[src/rtl/uart16550_nasti_regs.sv]
// uart16550_nasti_regs: AXI4-lite 16550 register subset with TX/RX byte FIFOs; optional loopback via UART16550_NASTI_LOOPBACK_EN
module uart16550_nasti_regs #(
  parameter int FIFO_DEPTH = 8
) (
  input  logic       clk,
  input  logic       rst,
  input  logic [2:0] aw_addr,
  input  logic       aw_valid,
  output logic       aw_ready,
  input  logic [7:0] w_data,
  input  logic       w_valid,
  output logic       w_ready,
  output logic [1:0] b_resp,
  output logic       b_valid,
  input  logic       b_ready,
  input  logic [2:0] ar_addr,
  input  logic       ar_valid,
  output logic       ar_ready,
  output logic [7:0] r_data,
  output logic [1:0] r_resp,
  output logic       r_valid,
  input  logic       r_ready,
  output logic [7:0] out_char,
  output logic       out_valid,
  input  logic       out_ready,
  input  logic [7:0] in_char,
  input  logic       in_valid,
  output logic       in_ready
);
  localparam int AW = $clog2(FIFO_DEPTH);
  localparam logic [AW:0] FULL = (AW+1)'(FIFO_DEPTH);
  logic [7:0] dll, dlm, lcr, scr, rdata, rx_din;
  logic [3:0] ier;
  logic [4:0] mcr;
  logic [7:0] tx_mem [FIFO_DEPTH];
  logic [7:0] rx_mem [FIFO_DEPTH];
  logic [AW-1:0] tx_wp, tx_rp, rx_wp, rx_rp;
  logic [AW:0] tx_cnt, rx_cnt;
  logic dlab, wr, rd, thr_wr, fcr_wr, loop, tx_full, rx_full;
  logic tx_push, tx_pop, rx_push, rx_pop, lb_push, thr_err, tx_flush, rx_flush;
`ifdef UART16550_NASTI_LOOPBACK_EN
  assign loop = mcr[4];
`else
  assign loop = 1'b0;
`endif
  assign dlab = lcr[7];
  assign aw_ready = !b_valid;
  assign w_ready = !b_valid;
  assign ar_ready = !r_valid;
  assign r_resp = 2'b00;
  assign wr = aw_valid & w_valid & !b_valid;
  assign rd = ar_valid & !r_valid;
  assign thr_wr = wr & (aw_addr == 3'd0) & !dlab;
  assign fcr_wr = wr & (aw_addr == 3'd2);
  assign tx_flush = fcr_wr & w_data[2];
  assign rx_flush = fcr_wr & w_data[1];
  assign tx_full = tx_cnt == FULL;
  assign rx_full = rx_cnt == FULL;
  assign out_valid = (tx_cnt != '0) & !loop;
  assign out_char = tx_mem[tx_rp];
  assign in_ready = !rx_full & !loop;
  assign tx_pop = out_valid & out_ready;
  assign tx_push = thr_wr & !loop & (!tx_full | tx_pop);
  assign lb_push = thr_wr & loop & !rx_full;
  assign thr_err = thr_wr & !tx_push & !lb_push;
  assign rx_push = (in_valid & in_ready) | lb_push;
  assign rx_din = lb_push ? w_data : in_char;
  assign rx_pop = rd & (ar_addr == 3'd0) & !dlab & (rx_cnt != '0);
  // read mux: register selected by address and DLAB
  always_comb begin
    case (ar_addr)
      3'd0: rdata = dlab ? dll : (rx_cnt != '0 ? rx_mem[rx_rp] : 8'h00);
      3'd1: rdata = dlab ? dlm : {4'h0, ier};
      3'd2: rdata = 8'h01;
      3'd3: rdata = lcr;
      3'd4: rdata = {3'b000, mcr};
      3'd5: rdata = {1'b0, tx_cnt == '0, tx_cnt == '0, 4'h0, rx_cnt != '0};
      3'd6: rdata = 8'h00;
      default: rdata = scr;
    endcase
  end
  // FIFO storage needs no reset; pointers and counts qualify it
  always_ff @(posedge clk) begin
    if (tx_push) tx_mem[tx_wp] <= w_data;
    if (rx_push) rx_mem[rx_wp] <= rx_din;
  end
  // FIFO pointers and occupancy counts; flush overrides traffic
  always_ff @(posedge clk) begin
    if (!rst || tx_flush) begin
      tx_wp <= '0;
      tx_rp <= '0;
      tx_cnt <= '0;
    end else begin
      tx_wp <= tx_wp + AW'(tx_push);
      tx_rp <= tx_rp + AW'(tx_pop);
      tx_cnt <= tx_cnt + (AW+1)'(tx_push) - (AW+1)'(tx_pop);
    end
    if (!rst || rx_flush) begin
      rx_wp <= '0;
      rx_rp <= '0;
      rx_cnt <= '0;
    end else begin
      rx_wp <= rx_wp + AW'(rx_push);
      rx_rp <= rx_rp + AW'(rx_pop);
      rx_cnt <= rx_cnt + (AW+1)'(rx_push) - (AW+1)'(rx_pop);
    end
  end
  // configuration registers written by accepted bus writes
  always_ff @(posedge clk) begin
    if (!rst) begin
      dll <= 8'h00;
      dlm <= 8'h00;
      ier <= 4'h0;
      lcr <= 8'h03;
      mcr <= 5'h00;
      scr <= 8'h00;
    end else if (wr) begin
      if (aw_addr == 3'd0 && dlab) dll <= w_data;
      if (aw_addr == 3'd1 && dlab) dlm <= w_data;
      if (aw_addr == 3'd1 && !dlab) ier <= w_data[3:0];
      if (aw_addr == 3'd3) lcr <= w_data;
      if (aw_addr == 3'd4) mcr <= w_data[4:0];
      if (aw_addr == 3'd7) scr <= w_data;
    end
  end
  // write response and read data channels
  always_ff @(posedge clk) begin
    if (!rst) begin
      b_valid <= 1'b0;
      b_resp <= 2'b00;
      r_valid <= 1'b0;
      r_data <= 8'h00;
    end else begin
      if (wr) begin
        b_valid <= 1'b1;
        b_resp <= thr_err ? 2'b10 : 2'b00;
      end else if (b_ready) b_valid <= 1'b0;
      if (rd) begin
        r_valid <= 1'b1;
        r_data <= rdata;
      end else if (r_ready) r_valid <= 1'b0;
    end
  end
endmodule

[config.mk]
export PLATFORM = sky130hd
export DESIGN_NAME = uart16550_nasti_regs
export DESIGN_NICKNAME = d
export VERILOG_FILES = /design/src/rtl/uart16550_nasti_regs.sv
export SDC_FILE = /design/constraint.sdc
export NUM_CORES = 1
export LEC_CHECK = 0
export CORE_AREA = 4 4 138 127
export CTS_CLUSTER_DIAMETER = 120
export CTS_CLUSTER_SIZE = 12
export DETAILED_ROUTE_END_ITERATION = 8
export DIE_AREA = 0 0 142 131
export GPL_TIMING_DRIVEN = 1
export PLACE_DENSITY = 0.82
export SLEW_MARGIN = 15
export SYNTH_ARGS = -nofsm -noshare
export SYNTH_HDL_FRONTEND = slang
export SYNTH_SLANG_ARGS = --single-unit
[constraint.sdc]
create_clock -name clk -period 2.83 [get_ports clk]
set_clock_uncertainty 0.05 [all_clocks]
set_input_delay 0.849 -clock clk [delete_from_list [all_inputs] [get_ports clk]]
set_output_delay 0.849 -clock clk [all_outputs]
set_load 0.01 [all_outputs]
==> results of run 1 <==
## stage by stage
| stage | setup slack, ps | hold slack [ps] | power, uW |
|---|---|---|---|
| global placement | -375.2 | 410.0 | 4650 |
| floorplan | 73.75 | 395.2 | 4176 |
| global route | -64.60 | 462.3 | 7514 |
| finish | -16.67 | 441.8 | 7206 |
| CTS | -26.99 | 434.0 | 7220 |
| detailed placement | -437.2 | 416.8 | 4731 |
## layout make-up
cell class | instances | area share (%)
tap | 207 | 2.551
clock buffer | 17 | 4.190
sequential | 200 | 52.09
multi-input combinational | 336 | 29.02
clock inverter | 15 | 1.701
inverter | 18 | 0.6654
timing repair buffer | 108 | 9.784
## where the power goes
part | internal [uW] | switching (uW) | leakage (uW)
clock | 1270 | 1160 | 0.000292
combinational | 784 | 660 | 0.00167
sequential | 3240 | 99.4 | 0.00174
## what timing repair did
| item | 4_1_cts | 5_1_grt |
|---|---|---|
| buffers inserted | 1 | 0 |
| pin swaps | 0 | 2 |
| hold endpoints to repair | 0 | 0 |
| resized for setup | 44 | 5 |
| setup endpoints to repair | 10 | 11 |
| gates cloned | 1 | 0 |
## routing by layer
| layer | routed length [microns] | part of all wire (%) | vias up |
|---|---|---|---|
| met5 | 0 | 0 | - |
| met4 | 307 | 1.7 | 0 |
| met3 | 1120 | 6.0 | 22 |
| met2 | 9455 | 51 | 176 |
| met1 | 7674 | 41 | 2614 |
| li1 | - | - | 2384 |
## registers in the layout, indices dropped and copies added, names as in the netlist
signal	count
tx_cnt	4
rx_rp	3
rx_cnt	4
r_data	8
rx_wp	3
tx_rp	3
b_valid	1
b_resp	1
r_valid	1
scr	8
dlm	8
rx_mem	64
mcr	5
lcr	8
ier	4
tx_wp	3
dll	8
tx_mem	64
## cells in the final DEF, fill, tap and decap left out, types with 17 or more instances in the layout
| cell | Yosys | layout |
|---|---|---|
| edfxtp_1 | 128 | 128 |
| dfxtp_1 | 72 | 71 |
| nor2_1 | 66 | 66 |
| buf_4 | 5 | 51 |
| mux2i_1 | 46 | 46 |
| clkdlybuf4s50_1 | 0 | 45 |
| mux4_2 | 28 | 28 |
| ha_1 | 20 | 20 |
| inv_1 | 18 | 18 |
| nand2_1 | 18 | 18 |
| clkbuf_16 | 0 | 17 |
## worst register-to-register path: cells and delay by family, from the launching register on
family	cells	cell delay (ps)
XOR/XNOR	1	150
flip-flops	1	310
buffers and inverters	3	290
AND/OR/NAND/NOR	3	540
adder cells (fa/ha/maj)	4	1020
## logic make-up after synthesis
group | share of synthesized area [%]
buffers and inverters | 2.763
other | 0.04453
XOR/XNOR | 0.8320
adder cells (fa/ha/maj) | 3.447
AO/OA/AOI/OAI | 3.967
multiplexers | 16.21
flip-flops | 62.75
AND/OR/NAND/NOR | 9.984
## worst paths after layout
check                 to  depth (start not counted)  slack [ps]       from
min reg2reg    r_data[3]                          2         440  r_data[3]
min            r_data[3]                          2         440  r_data[3]
max reg2reg    rx_cnt[2]                         11         360  rx_cnt[2]
max          out_char[7]                          4         -20   tx_rp[0]
==> impl_metrics.ini, run 1 <==
[run_status]
status = complete, but fails checks
failed_checks = negative setup slack

[clocking]
clkTransAtPathRegs_ps = 70
clockBufferDepth = 2
worstSkewPairLatency_ps = 430
cts_made_buffers = 17
cts_hold_buf = 0
cts_htree_levels = 4
cts_tree = yes
ctsRootBufferMaster = clkbuf_16
cts_sinks = 200

[floorplanning]
die_x_microns = 142
dieArea_sq_mm = 0.01860
core_area_sq_mm = 0.01602
io_pins = 58
die_y_microns = 131
placementRows = 44
initial_core_util_pct = 52.57

[place]
place_area_sq_mm = 0.009485
place_congestion = 0.8473
port_buffers = 54
dp.cells = 867
dp_hpwl_microns = 12840

[detailed_routing]
drt_iter0_drc = 398
first_pass_iters = 6
post-route-drc-count = 0
vias = 5196
drtAntennaViolNets = 0
vias_per_cell = 5.767
avgRoutedWirePerCell_microns = 20.60
wl_microns = 18560

[yosys]
synth_cell_types = 54
synthMostInstantiatedCell = edfxtp_1
ys_warn_count = 0
ys_seq_elements = 200
async_reset_ff_share_pct = 0
synth_edf_count = 128
synthTopCellsByCount = edfxtp_1, dfxtp_1, nor2_1
netlist_instances = 584
ys.flop_type = edfxtp_1
syn_area_sq_mm = 0.008422
yosysSeqAreaShare_pct = 62.75
synth_top_area_share_pct = 45.64
synth_area_leaders = edfxtp_1, dfxtp_1, mux4_2
postSynthAreaPerCell_sq_um = 14.42
yosysTopAreaCell = edfxtp_1

[global_route]
grt_pass1_wl_microns = 29140
grt_max_degree = 23
grt_pass1_vias = 5316
use_met2_pct = 35.69
antenna_found_initial = 0
top_usage_layer = met2
grt_overflow_total = 0
grt_use_met3_pct = 4.803
grt.total_usage_pct = 20.92
met1_usage_pct = 26.88

[worst_setup_path]
cp_max_fo = 8
cp_num_buf_inv = 2
cp_top_family = multiplexers
slowest_delay_ps = 530
crit_chain = buf_12 -> mux4_2 -> mux2_4 -> buf_6
crit_arrival_ps = 1950
crit_slowest_cell = mux4_2
crit_type = reg2out
cp-end-kind = primary output
start_kind = flip-flop
cp.required_ps = 1930

[run]
drv_cap = 0

[final_layout]
final_net_count = 734
stdcell_count = 901
nFillCells = 1137
area_delta_synth_final_pct = 20.56
ff_latch_area_sq_mm = 0.005289
drive_gt1_share_pct = 22.05
utilization_pct = 63.38
diodes = 0
multi_input_area_sq_mm = 0.002947
fin_area_sq_mm = 0.01015

[power]
ir_drop_mv = 0.5290
power.density_mw_per_mm2 = 709.7
p_leak_uw = 0.003698

[timing]
layout_setup_ws_ps = -16.67
fmax_mhz = 351.3
finalCriticalPeriod_ps = 2847
finalHoldViolations = 0
drv_slew = 0
fin_tns_setup_ps = -16.67
max_slew_margin_pct = 51.45
worst_pin_slew_ps = 718.2
setup_viol = 1
rsz0062_at_grt = true
finalCritPeriodShare_pct = 100.6

[worst_hold_path]
hp-class = reg2reg
No activity file was read; power rests on OpenSTA's default activity.
==> run 2, diff against run 1 <==
Settings changed: CORE_AREA 4 4 138 127 to 4 4 121 123, DIE_AREA 0 0 142 131 to 0 0 125 127, PLACE_DENSITY 0.82 to 0.9.
Clock period 2.83 ns to 3.52 ns, I/O delays scaled along.
==> run 2 against run 1 <==
Net effect:
- the run now ends clean
- flip-flop and latch count is the same
- first-iteration DRC count fell by 21%
- total power is 22% lower
- core utilization increased by 9.2 points
- clock-buffer cell count up 2
- combinational power decreased by 28%
- via count decreased by 2.5%
- sequential share of layout area increased by 1.2 points
- non-clock buffer count shrank 18
- cell area down 2.4%
- sequential power is 20% lower
- global-route usage increased by 2.3 points
- highest routed layer unchanged
==> impl_metrics.ini, run 2 (same netlist as run 1, synthesis figures left out) <==
[place]
place_area_sq_mm = 0.009306
dp_hpwl_microns = 12120
place_congestion = 0.8428
dp_slack_ps = -24.52
port_buffers = 54

[final_layout]
area_delta_synth_final_pct = 17.72
fin_area_sq_mm = 0.009915
diodes = 0
utilization_pct = 72.55
final_net_count = 716
final_cell_mix = edfxtp_1, dfxtp_1, nor2_1
final_common_cell = edfxtp_1
reg_top3 = rx_mem x64, tx_mem x64
drive_gt1_share_pct = 18.20

[worst_setup_path]
rrSetupSlack_ps = 880
crit_slowest_cell = mux4_2
reg2reg_from = rx_cnt[2]
cp_num_buf_inv = 2
r2r-end = rx_cnt[2]
cp-end-kind = primary output
start_kind = flip-flop
crit_type = reg2out
slowest_delay_ps = 540
crit_chain = buf_8 -> mux4_2 -> mux2_2 -> clkdlybuf4s50_1
crit_arrival_ps = 2300
cp_max_fo = 17
r2r_cells = 11
cp.required_ps = 2410
cp_top_family = multiplexers

[global_route]
grt_pass1_wl_microns = 28320
grt_max_degree = 25
grt_overflow_total = 0
antenna_found_initial = 0
grt_pass1_vias = 5339
grt.total_usage_pct = 23.20

[detailed_routing]
vias = 5065
first_pass_iters = 5
wl_microns = 17670
drtAntennaViolNets = 0
vias_per_cell = 5.917
post-route-drc-count = 0
drt_iter0_drc = 316
avgRoutedWirePerCell_microns = 20.64

[timing]
finalCritPeriodShare_pct = 96.69
setup_viol = 0
fin_tns_setup_ps = 0
drv_slew = 0
max_slew_margin_pct = 51.91
finalHoldViolations = 0
layout_setup_ws_ps = 116.6
rsz0062_at_grt = false
fmax_mhz = 293.8
worst_pin_slew_ps = 720.4
finalCriticalPeriod_ps = 3403

[floorplanning]
die_x_microns = 125
dieArea_sq_mm = 0.01588
io_pins = 58
initial_core_util_pct = 61.63
core_area_sq_mm = 0.01367
die_y_microns = 127
placementRows = 43

[power]
finalPower_uw = 5617
power.density_mw_per_mm2 = 566.5
ir_drop_mv = 0.3761
p_leak_uw = 0.003574

[worst_hold_path]
hp-class = reg2reg
worst_hold_path.endpoint = r_data[3]
hold_path_depth = 2
hold_start = r_data[3]

[clocking]
cts_htree_levels = 4
cts_made_buffers = 17
clkTransAtPathRegs_ps = 70
ctsRootBufferMaster = clkbuf_16
cts_hold_buf = 0
worstSkewPairLatency_ps = 440
cts_tree = yes
clockBufferDepth = 2
cts_setup_buffers = 0
cts_resized = 1
cts_sinks = 200

[run_status]
status = complete, no violations

[run]
drv_cap = 0
## run 2: final cells by class
class	instances	area, sq um
Clock inverter	13	146.4
Tap cell	180	225.2
Sequential cell	200	5285
Clock buffer	19	454.2
Multi-Input combinational cell	336	2918
Inverter	18	67.56
Timing Repair Buffer	90	818.3
Fill cell	849	3751
## run 2: worst max-delay path by stage
stage	startpoint	to	slack [ps]	depth (start not counted)
global placement	ar_addr[2]	rx_cnt[1]	40	9
global route	tx_rp[0]	out_char[4]	20	4
floorplan	ar_addr[2]	rx_cnt[1]	560	7
detailed placement	ar_addr[2]	rx_cnt[1]	-20	9
CTS	tx_rp[0]	out_char[4]	40	4
finish	tx_rp[0]	out_char[3]	120	4
## run 2: per-layer routing
| metal | track usage, % | share of wire (%) | up-vias |
|---|---|---|---|
| met5 | 0 | 0 | - |
| met4 | 8.546 | 2.1 | 0 |
| met3 | 5.268 | 5.1 | 29 |
| met2 | 41.89 | 54 | 171 |
| met1 | 27.30 | 39 | 2520 |
| li1 | - | - | 2345 |
## run 2: metrics by stage
| stage | std cells | hold slack [ps] |
|---|---|---|
| after detailed placement | 824 | 404.0 |
| after global placement | 824 | 400.1 |
| after floorplan | 586 | 395.2 |
| after global routing | 856 | 441.4 |
| final | 856 | 416.8 |
| after CTS | 856 | 418.2 |
## run 2: worst min-delay path: cells and delay by family, from the launching register on
| family | cells | cell delay (ps) |
|---|---|---|
| flops | 1 | 330 |
| simple gates | 2 | 110 |
## run 2: where the power goes
part           total [uW]  internal [uW]  switching, uW
registers            2660           2600           59.5
clock network        1930            995            930
logic                1030            531            502
==> run 3, diff against run 2 <==
Settings changed: CTS_BUF_LIST from default to sky130_fd_sc_hd__clkbuf_8 sky130_fd_sc_hd__clkbuf_16.
==> run 3 against run 2 <==
Net effect:
- critical path depth unchanged
- fmax about the same
- register-to-register slack about the same
- clock power about the same
==> impl_metrics.ini, run 3 (same netlist as run 1, synthesis figures left out) <==
[global_route]
grt_pass1_wl_microns = 28320
grt_overflow_total = 0
grt_pass1_vias = 5339
antenna_found_initial = 0
grt.total_usage_pct = 23.20
grt_max_degree = 25

[detailed_routing]
post-route-drc-count = 0
wl_microns = 17660
drtAntennaViolNets = 0
first_pass_iters = 5
drt_iter0_drc = 318
avgRoutedWirePerCell_microns = 20.63
vias = 5063
vias_per_cell = 5.915

[floorplanning]
io_pins = 58
core_area_sq_mm = 0.01367
dieArea_sq_mm = 0.01588
die_x_microns = 125
placementRows = 43
die_y_microns = 127
initial_core_util_pct = 61.63

[power]
switchingPower_uw = 1491
internal-power_uw = 4122
p_sw_share_pct = 26.56
seqPwrFrac_pct = 47.4
p_leak_uw = 0.003578
power.density_mw_per_mm2 = 566.2
clkPwrFrac_pct = 34.2
ir_drop_mv = 0.3761
combPwrFrac_pct = 18.4

[worst_setup_path]
setup.worst_path.end = out_char[3]
crit_slowest_cell = mux4_2
cp-end-kind = primary output
cp_max_fo = 17
rrSetupSlack_ps = 880
reg2reg_from = rx_cnt[2]
slowest_delay_ps = 540
cp-startpoint = tx_rp[0]
crit_type = reg2out
crit_arrival_ps = 2300
cp.required_ps = 2410
start_kind = flip-flop
r2r-end = rx_cnt[2]
cp_top_family = multiplexers
cp_num_buf_inv = 2
crit_chain = buf_8 -> mux4_2 -> mux2_2 -> clkdlybuf4s50_1
crit_cells = 4
r2r_cells = 11

[timing]
drv_slew = 0
worst_pin_slew_ps = 720.4
max_slew_margin_pct = 51.91
rsz0062_at_grt = false
fin_tns_setup_ps = 0
setup_viol = 0
finalCritPeriodShare_pct = 96.66
finalHoldViolations = 0
fmax_mhz = 293.9
finalCriticalPeriod_ps = 3402

[clocking]
cts_sinks = 200
worstSkewPairLatency_ps = 430
cts_setup_buffers = 0
cts_htree_levels = 4
cts_made_buffers = 17
clkTransAtPathRegs_ps = 70
cts_tree = yes
clockBufferDepth = 2
ctsRootBufferMaster = clkbuf_16

[final_layout]
diodes = 0
stdcell_count = 856
drive_gt1_share_pct = 18.20
reg_top3 = rx_mem x64, tx_mem x64
final_net_count = 716
nFillCells = 849
final_common_cell = edfxtp_1
multi_input_area_sq_mm = 0.002918
area_delta_synth_final_pct = 17.72
final_cell_mix = edfxtp_1, dfxtp_1, nor2_1
ff_latch_area_sq_mm = 0.005285

[place]
dp.cells = 824
place_congestion = 0.8428
port_buffers = 54
dp_hpwl_microns = 12120

[worst_hold_path]
hp-class = reg2reg
hold_path_depth = 2

[run_status]
status = complete, no violations

[run]
drv_cap = 0
run 3: how the worst min path moves through the flow:
stage	start	end	slack (ps)
global placement	b_resp[1]	b_resp[1]	400
CTS	b_resp[1]	b_resp[1]	420
detailed placement	r_data[3]	r_data[3]	400
finish	r_data[3]	r_data[3]	420
floorplan	lcr[0]	lcr[0]	400
global route	r_data[4]	r_data[4]	440
run 3: repair_timing:
| item | 4_1_cts | 5_1_grt |
|---|---|---|
| gates resized for setup | 1 | 1 |
| hold buffers | 0 | 0 |
| endpoints found under the setup margin | 7 | 3 |
| gates cloned | 0 | 0 |
run 3: layer usage:
metal	up-vias	track usage, %	part of all wire (%)
li1	2346	-	-
met1	2519	27.30	39
met2	169	41.89	54
met3	29	5.268	5.1
met4	0	8.546	2.1
met5	-	0	0
run 3: final cells by class:
cell class | instances | area share [%]
multi-input combinational | 336 | 29.43
tap | 180 | 2.272
clock buffer | 18 | 4.543
clock inverter | 14 | 1.514
inverter | 18 | 0.6815
sequential | 200 | 53.31
timing repair buffer | 90 | 8.253
run 3: power groups by stage:
stage	Sequential [uW]	Clock (uW)	Combinational [uW]
after floorplan	2690	0	666
after global placement	2700	0	960
after detailed placement	2710	0	1020
after CTS	2660	1950	1040
after global routing	2670	2050	1140
final	2660	1920	1030
run 3: worst min-delay path, cell delays in order, from the launching register on:
cell and delay (ps):
dfxtp_1 330, nand2_1 50, nand3_1 60
run 3: stage by stage:
| stage | area, sq um | hold slack, ps | total power (uW) | utilization (%) | setup WS, ps |
|---|---|---|---|---|---|
| after floorplan | 8429 | 395.2 | 3358 | - | 556.8 |
| after global routing | 9915 | 441.4 | 5856 | 72.55 | 17.65 |
| after detailed placement | 9306 | 404.0 | 3723 | 68.10 | -24.52 |
| final | 9915 | 416.8 | 5613 | 72.55 | 117.6 |
| after global placement | 9306 | 400.1 | 3658 | 68.10 | 41.14 |
| after CTS | 9911 | 418.2 | 5652 | 72.52 | 43.71 |
